`config.mk`:
```
export PLATFORM = sky130hd
export DESIGN_NAME = pwl_interp_unit
export DESIGN_NICKNAME = d
export VERILOG_FILES = /design/src/rtl/pwl_interp_unit.sv
export SDC_FILE = /design/constraint.sdc
export NUM_CORES = 1
export LEC_CHECK = 0
export CORE_MARGIN = 2
export CORE_UTILIZATION = 40
export CTS_CLUSTER_DIAMETER = 30
export CTS_CLUSTER_SIZE = 8
export DETAILED_ROUTE_END_ITERATION = 10
export PLACE_DENSITY = 0.56
export SLEW_MARGIN = 20
export SYNTH_ARGS = -nofsm -noshare
export SYNTH_HDL_FRONTEND = slang
export SYNTH_SLANG_ARGS = --single-unit
```
`constraint.sdc`:
```
create_clock -name clk -period 5.5 [get_ports clk]
set_input_delay 1.1 -clock clk [delete_from_list [all_inputs] [get_ports clk]]
set_output_delay 1.1 -clock clk [all_outputs]
set_load 0.02 [all_outputs]
```
`src/rtl/pwl_interp_unit.sv`:
```
// pwl_interp_unit
//   Piecewise-linear interpolator for ROM-tabulated functions, for example
//   h(u) = sqrt(-2 ln u) * 2^11 in the Box-Muller datapath. The upper address
//   bits select segment i. The lower FRAC_W bits interpolate between entries
//   i and i+1 using a signed slope, so both rising and falling tables work.
//   The dual-port ROM sits outside this block.
//
// Ports
//   clk, reset              clock; asynchronous active-high reset
//   in_valid/in_ready       address handshake (ready only in IDLE)
//   in_addr[ADDR_W]         {segment index, fraction}
//   rom_addr_a/b[SEG_W]     ROM addresses for entry i and entry i+1
//                           (entry i+1 is clamped to i in the top segment)
//   rom_data_a/b[DATA_W]    ROM read data, ROM_LAT cycles after the address
//   out_valid/out_ready     result handshake
//   out_data[DATA_W]        interpolated, clamped result (unsigned)
//   busy                    high whenever the FSM is not in IDLE
module pwl_interp_unit #(
  parameter int ADDR_W  = 16,
  parameter int SEG_W   = 11,
  parameter int DATA_W  = 16,
  parameter int ROM_LAT = 1,
  parameter int ROUND   = 1
) (
  input  logic              clk,
  input  logic              reset,
  input  logic              in_valid,
  output logic              in_ready,
  input  logic [ADDR_W-1:0] in_addr,
  output logic [SEG_W-1:0]  rom_addr_a,
  output logic [SEG_W-1:0]  rom_addr_b,
  input  logic [DATA_W-1:0] rom_data_a,
  input  logic [DATA_W-1:0] rom_data_b,
  output logic              out_valid,
  input  logic              out_ready,
  output logic [DATA_W-1:0] out_data,
  output logic              busy
);

  localparam int FRAC_W = ADDR_W - SEG_W;
  localparam int PW     = DATA_W + FRAC_W + 2;  // product width
  localparam int QW     = PW - FRAC_W;          // interpolation term width
  localparam int YW     = DATA_W + 3;           // sum width before clamping
  localparam int CNT_W  = (ROM_LAT > 1) ? $clog2(ROM_LAT) : 1;

  localparam logic signed [PW-1:0] RND_BIAS =
    (ROUND != 0) ? PW'(1 << (FRAC_W - 1)) : PW'(0);

  typedef enum logic [2:0] {IDLE, FETCH, CALC, SUM, HOLD} state_t;

  state_t state;
  state_t state_nxt;

  logic [CNT_W-1:0]        wait_cnt;
  logic [SEG_W-1:0]        idx_in;
  logic [FRAC_W-1:0]       frac_p0;
  logic signed [DATA_W:0]  diff;
  logic signed [PW-1:0]    prod;
  logic [DATA_W-1:0]       y0_p1;
  logic signed [PW-1:0]    prod_p1;
  logic signed [QW-1:0]    q_p1;
  logic signed [YW-1:0]    y_sum;

  // Adds the optional half-LSB bias, then drops FRAC_W bits. Dropping the
  // low bits of a two's-complement value is an arithmetic shift, which
  // rounds toward -inf. With the bias added, ties round toward +inf.
  function automatic logic signed [QW-1:0] round_shift(input logic signed [PW-1:0] p);
    logic signed [PW-1:0] biased;
    biased = p + RND_BIAS;
    return $signed(biased[PW-1:FRAC_W]);
  endfunction

  // Clamps a signed sum into the unsigned output range [0, 2^DATA_W-1].
  function automatic logic [DATA_W-1:0] sat_u(input logic signed [YW-1:0] y);
    logic [DATA_W-1:0] r;
    if (y[YW-1]) begin
      r = '0;
    end else if (|y[YW-2:DATA_W]) begin
      r = '1;
    end else begin
      r = y[DATA_W-1:0];
    end
    return r;
  endfunction

  always_ff @(posedge clk or posedge reset) begin
    if (reset) begin
      state <= IDLE;
    end else begin
      state <= state_nxt;
    end
  end

  always_comb begin
    state_nxt = state;
    in_ready  = 1'b0;
    busy      = 1'b1;
    out_valid = 1'b0;
    case (state)
      IDLE: begin
        in_ready = 1'b1;
        busy     = 1'b0;
        if (in_valid) begin
          state_nxt = FETCH;
        end
      end
      FETCH: begin
        if (wait_cnt == '0) begin
          state_nxt = CALC;
        end
      end
      CALC: state_nxt = SUM;
      SUM:  state_nxt = HOLD;
      HOLD: begin
        out_valid = 1'b1;
        if (out_ready) begin
          state_nxt = IDLE;
        end
      end
      default: state_nxt = IDLE;
    endcase
  end

  always_comb begin
    idx_in = in_addr[ADDR_W-1:FRAC_W];
    diff   = $signed({1'b0, rom_data_b}) - $signed({1'b0, rom_data_a});
    prod   = $signed({{(FRAC_W + 1){diff[DATA_W]}}, diff})
           * $signed({{(DATA_W + 2){1'b0}}, frac_p0});
    q_p1   = round_shift(prod_p1);
    y_sum  = $signed({3'b000, y0_p1}) + $signed({q_p1[QW-1], q_p1});
  end

  // Stage 0: accept an address. Latch the ROM addresses and the fraction,
  // and start the ROM wait counter.
  always_ff @(posedge clk or posedge reset) begin
    if (reset) begin
      wait_cnt   <= '0;
      rom_addr_a <= '0;
      rom_addr_b <= '0;
      out_data   <= '0;
    end else begin
      if (state == IDLE && in_valid) begin
        wait_cnt   <= CNT_W'(ROM_LAT - 1);
        rom_addr_a <= idx_in;
        rom_addr_b <= (&idx_in) ? idx_in : idx_in + SEG_W'(1);
      end else if (state == FETCH && wait_cnt != '0) begin
        wait_cnt <= wait_cnt - CNT_W'(1);
      end
      // Stage 2: round, add and clamp into the held output register.
      if (state == SUM) begin
        out_data <= sat_u(y_sum);
      end
    end
  end

  always_ff @(posedge clk) begin
    if (state == IDLE && in_valid) begin
      frac_p0 <= in_addr[FRAC_W-1:0];
    end
    // Stage 1: ROM data is valid in CALC. Capture the base entry and the
    // slope-times-fraction product.
    if (state == CALC) begin
      y0_p1   <= rom_data_a;
      prod_p1 <= prod;
    end
  end

endmodule

```
; Yosys cells after proc, flatten, opt, wreduce, memory -nomap -nowiden
; Index checks and enable logic that the tools add are counted.
[classes]
addsub = 5
multipliers = 1
div = 0
n_lt_le_gt_ge = 0
eq_ne = 7
n_shift = 0
muxes = 12
bitwise = 0
reduce_logical = 7
[ops]
columns = operator, count
row1 = two-way mux 16 bit, 2
row2 = "adder 23 x 6 -> 23 bit, second input constant", 1
row3 = multiplier 17 x 6 -> 23 bit, 1
row4 = adder 17 x 18 -> 19 bit, 1
row5 = subtractor 16 x 16 -> 17 bit, 1
row6 = one-hot mux 3 bit (5 select lines), 1
row7 = "adder 11 x 1 -> 11 bit, second input constant", 1
row8 = two-way mux 11 bit, 1
row9 = AND reduction 11 bit, 1
row10 = two-way mux 3 bit, 3
row11 = "equality test 3 x 2 -> 1 bit, second input constant", 2
row12 = "!= test 2 bit, second input constant", 3
row13 = two-way mux 1 bit, 5
row14 = "equality test 3 x 1 -> 1 bit, second input constant", 1
row15 = "equality test 3 bit, second input constant", 1
row16 = logical NOT 3 bit, 1
row17 = AND reduction 3 bit, 1
row18 = logical AND 1 bit, 2
row19 = nonzero test 2 bit, 1
row20 = OR reduction 2 bit, 1
row21 = "subtractor 1 bit, second input constant", 1
[word_totals]
regBits = 86
latchBits = 0
ram_bits = 0
rom_bits = 0
in_bits = 52
output_inout_bits = 41
word_cells = 40
mem_count = 0

; Depth between registers and ports, before layout
; Gate-level depths: netlist of run 1.
[depth]
depth_word = 5
mapped_depth = 24
depth_no_buf = 24

; Least setup slack after synthesis of run 1
; No wires, ideal clock.
[synth_timing]
path_type = input-to-reg
from = input rom_data_a[1]
to = register prod_p1[21], data pin
setup_time_ns = 0.137
arrival_time_ns = 6.186
required_ns = 5.363
setup_slack_ns = -0.823
cell_stages = 24
path_buffers = 0
path_cell_list = inv_1 -> ha_1 -> nor2b_1 -> o21a_1 -> o21ai_0 -> a21oi_1 -> a311oi_1 -> nor2_1 -> xor2_1 -> and2_1 -> fa_1 -> fa_1 -> inv_1 -> fa_1 -> inv_1 -> ha_1 -> a21o_1 -> a21o_1 -> a21oi_1 -> o21ai_0 -> a21oi_1 -> a31oi_1 -> or4_1 -> nand4_1
[synth_between]
elab_chain_cells = 2
[synth_lines]
columns = element, line
row1 = from (decl), 32  ; input logic [DATA_W-1:0] rom_data_a,
row2 = subtractor 16 x 16 -> 17 bit, 126  ; diff = $signed({1'b0, rom_data_b}) - $signed({1'b0, rom_data_a});
row3 = multiplier 17 x 6 -> 23 bit, 128  ; * $signed({{(DATA_W + 2){1'b0}}, frac_p0});
row4 = named net prod[21], 58  ; logic signed [PW-1:0] prod;
row5 = to (signal assigned), 164  ; prod_p1 <= prod;
row6 = to (decl), 60  ; logic signed [PW-1:0] prod_p1;
; The timed path passes the listed nets, and every way through them passes these cells.
; A chain may end at the register's enable or synchronous reset.

; Final worst setup path of run 1
[layout_timing]
from = input rom_data_a[2]
to = register prod_p1[21], data pin
; The elaborated chain is that of the path after synthesis.

==> results.py, run 1 <==
metrics = {
    "placed_design": {
        "place_hpwl_mm": 15.6,
        "place_ws_ns": -1.34,
        "routabilityCongestion": 0.879,
        "io_buffers": 92,
        "dp_cells": 1326,
    },
    "clock_network": {
        "ctsLongestPathBuffers": 2,
        "clock-sinks": 82,
        "clk_latency_ns": 0.34,
        "cts_tree": "done",
        "path_clk_slew_ns": 0.07,
        "cts_buffers": 9,
        "root_buffer": "clkbuf_16",
        "htree_levels": 3,
    },
    "worst_setup_path": {
        "startpoint_type": "primary input",
        "crit_arrival_ns": 6.05,
        "critPathTopFamily": "adder cells",
        "critPathMostFrequentCell": "fa_1",
        "crit_chain": "buf_2, inv_2, ha_4, nor2b_1, o21a_1, o21ai_2, a21oi_4, a211oi_4, nor2_1, xor2_1, and2_1, fa_1, fa_1, inv_1, fa_1, inv_2, ha_4, a21o_1, a21oi_4, o21ai_4, a21oi_2, a31oi_2, or4_1, nand4_1",
        "slowest_delay_ns": 0.49,
        "slowest_stage": "fa_1",
        "cp.buffers_inverters": 4,
        "cp.required_ns": 5.71,
        "crit_path_end_kind": "flip-flop",
        "crit_fanout": 4,
        "crit_type": "in2reg",
    },
    "sta": {
        "rsz0062_at_grt": "yes",
        "worstMarginPinSlew_ns": 0.934,
        "final-setup-viol-count": 10,
        "final.period_utilization_pct": 106,
        "finalCriticalPeriod_ns": 5.84,
        "slew_headroom_pct": 37.7,
        "layout_setup_ws_ns": -0.345,
        "clock_skew_ns": 0.0110,
        "slew_viol_final": 0,
        "max_freq_ghz": 0.171,
        "hold_viol": 0,
    },
    "finish": {
        "antenna-diode-count": 0,
        "fin_cells": 1352,
        "multi_input_area_um2": 5930,
        "final_nets": 1262,
        "drive_gt1_share_pct": 27.0,
        "fill_cells": 1803,
        "seqCellArea_um2": 2250,
        "area_delta_synth_final_pct": 40.1,
    },
    "logic_synthesis": {
        "avgSynthCellArea_um2": 9.26,
        "synthFlopType": "dfrtp_1",
        "syn-cell-area_um2": 7990,
        "syn_nets": 1043,
        "syn_inst": 863,
        "yosys_warnings": 0,
        "ys_seq_elements": 82,
        "async_reset_ff_share_pct": 51.2,
        "ys_types": 65,
        "ys_seq_area_share_pct": 28.2,
        "synth-edff-count": 40,
    },
    "route": {
        "post_drt_wl_per_cell_um": 14.6,
        "drcViolationCount": 0,
        "ant_nets": 0,
        "first_iter_violations": 241,
        "drt-vias-per-instance": 4.83,
        "firstDrtPassIters": 4,
        "vias": 6532,
        "routed_wirelength_mm": 19.8,
    },
    "global_route": {
        "grt_max_degree": 43,
        "grt.overflow.total": 0,
        "grt_pass1_wl_mm": 32.6,
        "antenna_found_initial": 0,
        "grt_pass1_vias": 6650,
        "grt_usage_pct": 18.9,
    },
    "floorplanning": {
        "coreArea_um2": 19500,
        "ios": 93,
        "die_h_um": 145,
        "die_x_um": 145,
        "start_util_pct": 40.9,
        "die-area_um2": 21100,
        "fp-row-count": 51,
    },
    "flow_run": {
        "cap_violations": 0,
    },
    "run_status": {
        "status": "complete, but fails checks",
        "violations": "setup timing",
    },
    "hold_path": {
        "hold_path_class": "reg2reg",
    },
}
## cells in the mapped netlist (2+ instances only)
| cell | number | area [um^2] |
|---|---|---|
| nand2b_1 | 8 | 50.1 |
| and3_1 | 9 | 56.3 |
| a31oi_1 | 19 | 119 |
| nand3b_1 | 3 | 22.5 |
| nor2_1 | 54 | 203 |
| a31oi_2 | 10 | 125 |
| a311oi_1 | 3 | 26.3 |
| a2111oi_0 | 2 | 17.5 |
| mux2i_1 | 2 | 20.0 |
| nor4_1 | 2 | 12.5 |
| a211oi_1 | 3 | 22.5 |
| nand4_1 | 8 | 50.1 |
| nor3_1 | 16 | 80.1 |
| nand4_4 | 2 | 42.5 |
| dfrtp_1 | 42 | 1050 |
| nor4_2 | 2 | 25.0 |
| and2_1 | 54 | 338 |
| inv_1 | 122 | 458 |
| and4_1 | 3 | 26.3 |
| a21o_1 | 13 | 97.6 |
| a21oi_1 | 34 | 170 |
| o31a_1 | 3 | 26.3 |
| edfxtp_1 | 40 | 1200 |
| xnor2_1 | 43 | 377 |
| a211o_1 | 3 | 26.3 |
| nor3b_1 | 3 | 22.5 |
| nor2b_1 | 7 | 43.8 |
| ha_1 | 74 | 926 |
| xor2_1 | 23 | 201 |
| o31ai_1 | 2 | 15.0 |
| nand3_1 | 21 | 105 |
| o21bai_1 | 3 | 22.5 |
| o21ai_0 | 23 | 115 |
| or2_2 | 2 | 12.5 |
| clkbuf_1 | 15 | 56.3 |
| or3_1 | 10 | 62.6 |
| nand2_1 | 96 | 360 |
| o21a_1 | 4 | 30.0 |
| fa_1 | 54 | 1080 |
## layout by cell type (no fill, tap or decap), types with 8 or more instances in the layout
master           instances
and2_1                  47
a31oi_1                 16
nor3_1                  14
a21o_1                  13
xnor2_1                 38
fa_1                    51
dfrtp_1                 42
o21ai_0                 13
ha_4                    23
buf_6                    9
xor2_1                  23
and3_1                   9
nand4_1                  8
ha_1                    47
a31oi_2                 11
a21oi_1                 18
buf_4                  126
clkbuf_16                9
nand3_1                 19
nand2_1                 94
dlygate4sd2_1           11
inv_2                   13
nor2_1                  54
inv_1                  107
a21oi_2                 11
clkdlybuf4s50_1         69
edfxtp_1                40
## through the flow
stage          TNS, ns  hold WS [ns]  utilization, %  instance area, um^2
4_1_cts          -1.68         0.478            56.3                11000
2_1_floorplan    -1.89         0.490               -                 8210
6_report         -2.15         0.471            57.3                11200
3_5_place_dp    -15.63         0.461            52.8                10300
5_1_grt          -4.60         0.496            57.3                11200
3_3_place_gp    -14.67         0.455            52.8                10300
## cell families (layout without fill, tap and decap cells)
family / after synthesis / count (layout) / synth area share, %
AOI/OAI and AO/OA: 139 / 139 / 12.4
DFF: 82 / 82 / 28.2
xor gates and xnor gates: 67 / 67 / 7.44
adders and majority gates: 128 / 128 / 25.1
buffers and inverters: 139 / 363 / 6.67
muxes: 2 / 2 / 0.250
and+or+nand+nor: 306 / 306 / 19.9
## state kept, by name (all words and copies together), names as in the netlist
register    cells
prod_p1        19
y0_p1          16
wait_cnt        1
out_data       16
rom_addr_a     11
state           3
frac_p0         5
rom_addr_b     11
## area by class of cell
class / count / share of cell area [%]
tap: 265 / 2.96
inverter: 122 / 4.18
clock buffer: 9 / 2.01
timing repair buffer: 225 / 17.3
sequential: 82 / 20.1
clock inverter: 7 / 0.458
multi-input combinational: 642 / 53.0
## layer usage
layer	track usage [%]	share of wire [%]	wire [um]	vias to the layer above
met3	2.63	3.6	713	13
met4	4.90	1.3	254	0
met5	0	0	0	-
met1	25.4	48	9500	3077
met2	32.1	47	9290	90
li1	-	-	-	3352
## repair_timing
item,CTS,global route
endpoints found under the setup margin,15,13
pin swaps,66,44
setup buffers,9,6
gates cloned,0,0
hold buffers,0,0
resized for setup,127,39
## tightest hold or removal path, cell delays in order (launching register included)
cell	delay, ns
dfrtp_1	0.34
nand2_1	0.05
nand2_1	0.05
## final timing paths
path / start / to / slack, ns / cells after the start
hold / removal: rom_addr_a[10] / rom_addr_a[10] / 0.47 / 2
min in group asynchronous: reset / out_data[11] / 1.20 / 3
hold reg to reg: rom_addr_a[10] / rom_addr_a[10] / 0.47 / 2
max in group asynchronous: reset / rom_addr_b[1] / 3.95 / 3
setup / recovery: rom_data_a[2] / prod_p1[21] / -0.34 / 24
setup reg to reg: frac_p0[1] / prod_p1[21] / 1.07 / 15
Power of run 1 is not shown: default switching activity piles up to over one toggle a cycle in this logic, so the estimate is an artifact.
==> inputs of run 2 (changes only) <==
Clock period 5.5 ns to 7.07 ns, I/O delays scaled along.
==> results.py, run 2 (synthesized netlist as in run 1, its figures left out) <==
metrics = {
    "run_status": {
        "status": "completed",
    },
    "global_route": {
        "gr-max-usage-layer": "met2",
        "grt_util_met1_pct": 24.0,
        "met3_usage_pct": 3.48,
        "grt.overflow.total": 0,
        "met2_usage_pct": 29.0,
        "grt_pass1_vias": 6330,
        "grt_usage_pct": 17.6,
        "grt_pass1_wl_mm": 30.9,
        "antenna_found_initial": 0,
        "grt_max_degree": 43,
    },
    "floorplanning": {
        "start_util_pct": 40.9,
        "coreArea_um2": 19500,
        "die_h_um": 145,
        "die-area_um2": 21100,
        "fp-row-count": 51,
        "ios": 93,
        "die_x_um": 145,
    },
    "hold_path": {
        "hold_path_class": "reg2reg",
    },
    "clock_network": {
        "ctsLongestPathBuffers": 2,
        "clk_latency_ns": 0.34,
        "cts_tree": "done",
        "cts_buffers": 9,
        "clock-sinks": 82,
        "path_clk_slew_ns": 0.06,
        "root_buffer": "clkbuf_16",
        "htree_levels": 3,
    },
    "power": {
        "comb_power_share_pct": 73.5,
        "p_switching_uw": 2500,
        "powerDensity_nw_per_um2": 558,
        "vdd_drop_max_uv": 223,
        "seqPwrFrac_pct": 18.4,
        "power.internal_uw": 3130,
        "p_leak_uw": 0.00461,
        "p_sw_share_pct": 44.4,
        "p_clk_share_pct": 8.0,
    },
    "sta": {
        "hold_viol": 0,
        "layout_setup_ws_ns": 0.358,
        "final-setup-viol-count": 0,
        "slew_viol_final": 0,
        "worstMarginPinSlew_ns": 0.948,
        "slew_headroom_pct": 36.7,
        "rsz0062_at_grt": "no",
        "max_freq_ghz": 0.149,
        "final.period_utilization_pct": 94.9,
        "finalCriticalPeriod_ns": 6.71,
        "clock_skew_ns": 0.00784,
    },
    "route": {
        "vias": 6164,
        "drcViolationCount": 0,
        "first_iter_violations": 155,
        "routed_wirelength_mm": 17.5,
        "ant_nets": 0,
        "drt-vias-per-instance": 4.77,
        "firstDrtPassIters": 4,
        "post_drt_wl_per_cell_um": 13.6,
    },
    "placed_design": {
        "place_hpwl_mm": 14.5,
        "routabilityCongestion": 0.801,
        "place_ws_ns": -0.384,
        "dp_cells": 1274,
        "io_buffers": 92,
        "placed_cell_area_um2": 9710,
    },
    "finish": {
        "largest_register": "prod_p1",
        "multi_input_area_um2": 5300,
        "drive_gt1_share_pct": 13.5,
        "seqCellArea_um2": 2250,
        "largest_reg_flops": 19,
        "fin_cells": 1292,
        "final_nets": 1202,
        "final_cell_mix": "inv_1 (122), nand2_1 (95), clkdlybuf4s50_1 (92), ha_1 (74), buf_4 (73)",
        "area_delta_synth_final_pct": 26.3,
        "final_design_area_no_fill_um2": 10100,
        "layout_commonest_cell": "inv_1",
        "antenna-diode-count": 0,
        "fin_util_pct": 51.7,
        "top_regs": "prod_p1 (19), out_data (16), y0_p1 (16)",
        "fill_cells": 1896,
    },
    "worst_setup_path": {
        "crit_fanout": 3,
        "cp.required_ns": 7.16,
        "startpoint_type": "primary input",
        "crit_path_end_kind": "flip-flop",
        "crit_type": "in2reg",
        "crit_arrival_ns": 6.80,
    },
    "flow_run": {
        "cap_violations": 0,
    },
}
run 2: power groups by stage:
| stage | logic, uW | registers (uW) | clock network (uW) |
|---|---|---|---|
| after global placement | 4030 | 1050 | 0 |
| after CTS | 4100 | 1050 | 468 |
| after global routing | 4730 | 1070 | 489 |
| after floorplan | 2710 | 1130 | 0 |
| final | 4140 | 1040 | 451 |
| after detailed placement | 4080 | 1060 | 0 |
run 2: cell type report:
| cell class | count | share of cell area (%) |
|---|---|---|
| inverter | 122 | 4.54 |
| clock inverter | 6 | 0.471 |
| timing repair buffer | 165 | 14.5 |
| clock buffer | 10 | 2.37 |
| tap | 265 | 3.28 |
| multi-input combinational | 642 | 52.5 |
| sequential | 82 | 22.3 |
run 2: path summary, 6_finish.rpt:
path	from	to	slack [ns]	cells after the start
setup / recovery	rom_data_b[0]	prod_p1[22]	0.36	27
hold / removal	rom_addr_a[4]	rom_addr_a[4]	0.47	2
setup reg to reg	frac_p0[1]	prod_p1[21]	2.56	14
hold reg to reg	rom_addr_a[4]	rom_addr_a[4]	0.47	2
max in group asynchronous	reset	rom_addr_b[1]	5.18	3
min in group asynchronous	reset	out_data[0]	1.52	3
run 2: repair_timing:
item,CTS,global route
endpoints found under the setup margin,1,8
hold buffers,0,0
cloned,0,0
setup buffers,0,2
gates resized for setup,2,21
pin swaps,0,7
run 2: metrics by stage:
stage	power, uW	TNS (ns)	hold slack [ns]
after detailed placement	5130	-2.12	0.462
after global placement	5080	-1.51	0.455
final	5630	0	0.473
after CTS	5610	0	0.478
after floorplan	3840	0	0.490
after global routing	6290	0	0.502
run 2: per-layer routing:
| layer | up-vias | share of wire [%] |
|---|---|---|
| met2 | 102 | 46 |
| met5 | - | 0 |
| met1 | 2824 | 49 |
| met4 | 0 | 0.99 |
| li1 | 3224 | - |
| met3 | 14 | 4.2 |
run 2: worst max-delay path, stage by stage:
cell             delay [ns]
clkdlybuf4s50_1        0.46
inv_1                  0.04
ha_1                   0.20
fa_1                   0.38
nor2b_1                0.14
o21a_1                 0.17
o21ai_2                0.07
a21oi_1                0.13
buf_4                  0.15
a211oi_2               0.09
buf_4                  0.15
or3_1                  0.38
nand3_1                0.11
nand2_1                0.08
fa_1                   0.53
inv_1                  0.05
fa_1                   0.47
inv_1                  0.05
fa_1                   0.53
inv_1                  0.04
ha_1                   0.31
nand2_2                0.08
nor2b_2                0.17
a21oi_2                0.09
a311oi_2               0.26
o21ai_1                0.13
xnor2_1                0.13
Power figures use the tool's default switching activity.
==> inputs of run 3 (changes only) <==
Settings changed: CORE_MARGIN 2 to 5.
==> results.py, run 3 (synthesized netlist as in run 1, its figures left out) <==
metrics = {
    "floorplanning": {
        "ios": 93,
        "fp-row-count": 51,
        "die_h_um": 151,
        "die-area_um2": 22900,
        "coreArea_um2": 19600,
        "start_util_pct": 40.8,
        "die_x_um": 151,
    },
    "route": {
        "drcViolationCount": 0,
        "post_drt_wl_per_cell_um": 13.7,
        "firstDrtPassIters": 4,
        "first_iter_violations": 183,
        "vias": 6238,
        "ant_nets": 0,
        "routed_wirelength_mm": 17.8,
        "drt-vias-per-instance": 4.82,
    },
    "finish": {
        "final_cell_mix": "inv_1 (122), nand2_1 (95), clkdlybuf4s50_1 (92), buf_4 (74), ha_1 (73)",
        "final_nets": 1203,
        "final_design_area_no_fill_um2": 10100,
        "fin_util_pct": 51.6,
        "largest_reg_flops": 19,
        "area_delta_synth_final_pct": 26.5,
        "fill_cells": 1873,
        "layout_commonest_cell": "inv_1",
        "top_regs": "prod_p1 (19), out_data (16), y0_p1 (16)",
        "drive_gt1_share_pct": 13.4,
        "largest_register": "prod_p1",
        "antenna-diode-count": 0,
    },
    "global_route": {
        "gr-max-usage-layer": "met2",
        "grt_usage_pct": 15.9,
        "grt_pass1_wl_mm": 29.5,
        "grt_pass1_vias": 6068,
        "grt_max_degree": 43,
        "grt.overflow.total": 0,
        "met3_usage_pct": 2.66,
        "grt_util_met1_pct": 22.2,
        "met2_usage_pct": 26.3,
        "antenna_found_initial": 0,
    },
    "placed_design": {
        "place_hpwl_mm": 14.7,
        "routabilityCongestion": 0.806,
        "placed_cell_area_um2": 9720,
        "place_ws_ns": -0.334,
        "io_buffers": 92,
    },
    "power": {
        "powerDensity_nw_per_um2": 562,
        "p_leak_uw": 0.00462,
        "totalPowerFinal_uw": 5690,
        "vdd_drop_max_uv": 234,
    },
    "clock_network": {
        "cts_tree": "done",
        "cts_buffers": 9,
        "clock-sinks": 82,
        "root_buffer": "clkbuf_16",
        "ctsHoldBuffers": 0,
        "htree_levels": 3,
        "path_clk_slew_ns": 0.07,
        "ctsLongestPathBuffers": 2,
        "clk_latency_ns": 0.34,
    },
    "hold_path": {
        "hold_path_class": "reg2reg",
        "hold_start": "rom_addr_a[5]",
        "hold_depth": 2,
        "min_to": "rom_addr_a[5]",
    },
    "sta": {
        "worstMarginPinSlew_ns": 0.971,
        "hold_viol": 0,
        "slew_headroom_pct": 35.2,
        "slew_viol_final": 0,
        "final.period_utilization_pct": 96.0,
        "max_freq_ghz": 0.147,
        "finalCriticalPeriod_ns": 6.79,
        "clock_skew_ns": 0.00938,
        "final-setup-viol-count": 0,
        "layout_setup_ws_ns": 0.283,
    },
    "worst_setup_path": {
        "crit_type": "in2reg",
        "r2r_cells": 14,
        "crit_path_end_kind": "flip-flop",
        "cp.required_ns": 7.16,
        "crit_arrival_ns": 6.88,
        "r2r-start": "frac_p0[1]",
        "crit_fanout": 4,
        "rr_endpoint": "prod_p1[21]",
        "rrSetupSlack_ns": 2.55,
        "startpoint_type": "primary input",
    },
    "flow_run": {
        "cap_violations": 0,
    },
    "run_status": {
        "status": "completed",
    },
}
==> run 3: worst max path at each step <==
| stage | startpoint | to |
|---|---|---|
| 2_1_floorplan | rom_data_a[1] | prod_p1[21] |
| 6_report | rom_data_b[0] | prod_p1[18] |
| 5_1_grt | rom_data_b[0] | prod_p1[18] |
| 3_5_place_dp | rom_data_a[1] | prod_p1[21] |
| 3_3_place_gp | rom_data_a[1] | prod_p1[21] |
| 4_1_cts | rom_data_b[0] | prod_p1[21] |
==> run 3: metal layers <==
| metal | part of all wire [%] | routed length, um | vias to the layer above |
|---|---|---|---|
| met4 | 0.97 | 172 | 0 |
| met5 | 0 | 0 | - |
| li1 | - | - | 3228 |
| met2 | 46 | 8160 | 94 |
| met1 | 49 | 8680 | 2900 |
| met3 | 4.2 | 753 | 16 |
==> run 3: report_power, final <==
part           total (uW)  internal (uW)  leakage, uW  switching (uW)
Sequential           1040            871     0.000864             171
Combinational        4180           2030      0.00361            2150
Clock                 467            262     0.000144             205
==> run 3: worst max-delay path, cell delays in order <==
cell             delay [ns]
clkdlybuf4s50_1        0.47
inv_1                  0.05
ha_1                   0.21
fa_2                   0.36
nor2b_1                0.14
o21a_1                 0.15
o21ai_1                0.09
a21oi_1                0.16
buf_4                  0.15
a211oi_1               0.07
xnor2_1                0.27
and2_1                 0.20
fa_1                   0.45
fa_1                   0.49
inv_1                  0.05
fa_1                   0.52
inv_1                  0.04
ha_1                   0.30
a21o_1                 0.16
a21o_1                 0.19
a21oi_2                0.16
o21ai_2                0.09
a21oi_1                0.25
nor2b_1                0.20
o21ai_0                0.11
xor2_1                 0.15
==> run 3: repair_timing <==
item,CTS,global route
gates cloned,0,0
resized for setup,2,20
pin swaps,0,5
setup endpoints to repair,1,7
buffers inserted,0,2
==> run 3: through the flow <==
step	cells	hold WS, ns	TNS (ns)
5_1_grt	1293	0.502	-0.0505
2_1_floorplan	863	0.490	0
6_report	1293	0.473	0
3_3_place_gp	1275	0.456	-1.50
3_5_place_dp	1275	0.462	-1.82
4_1_cts	1291	0.478	0
==> run 3: cell type report <==
type	instances	area (um^2)	area share, %
Tap cell	265	332	3.28
Sequential cell	82	2250	22.3
Clock buffer	10	250	2.47
Inverter	122	458	4.53
Timing Repair Buffer	166	1480	14.6
Multi-Input combinational cell	642	5300	52.4
Clock inverter	6	47.5	0.470
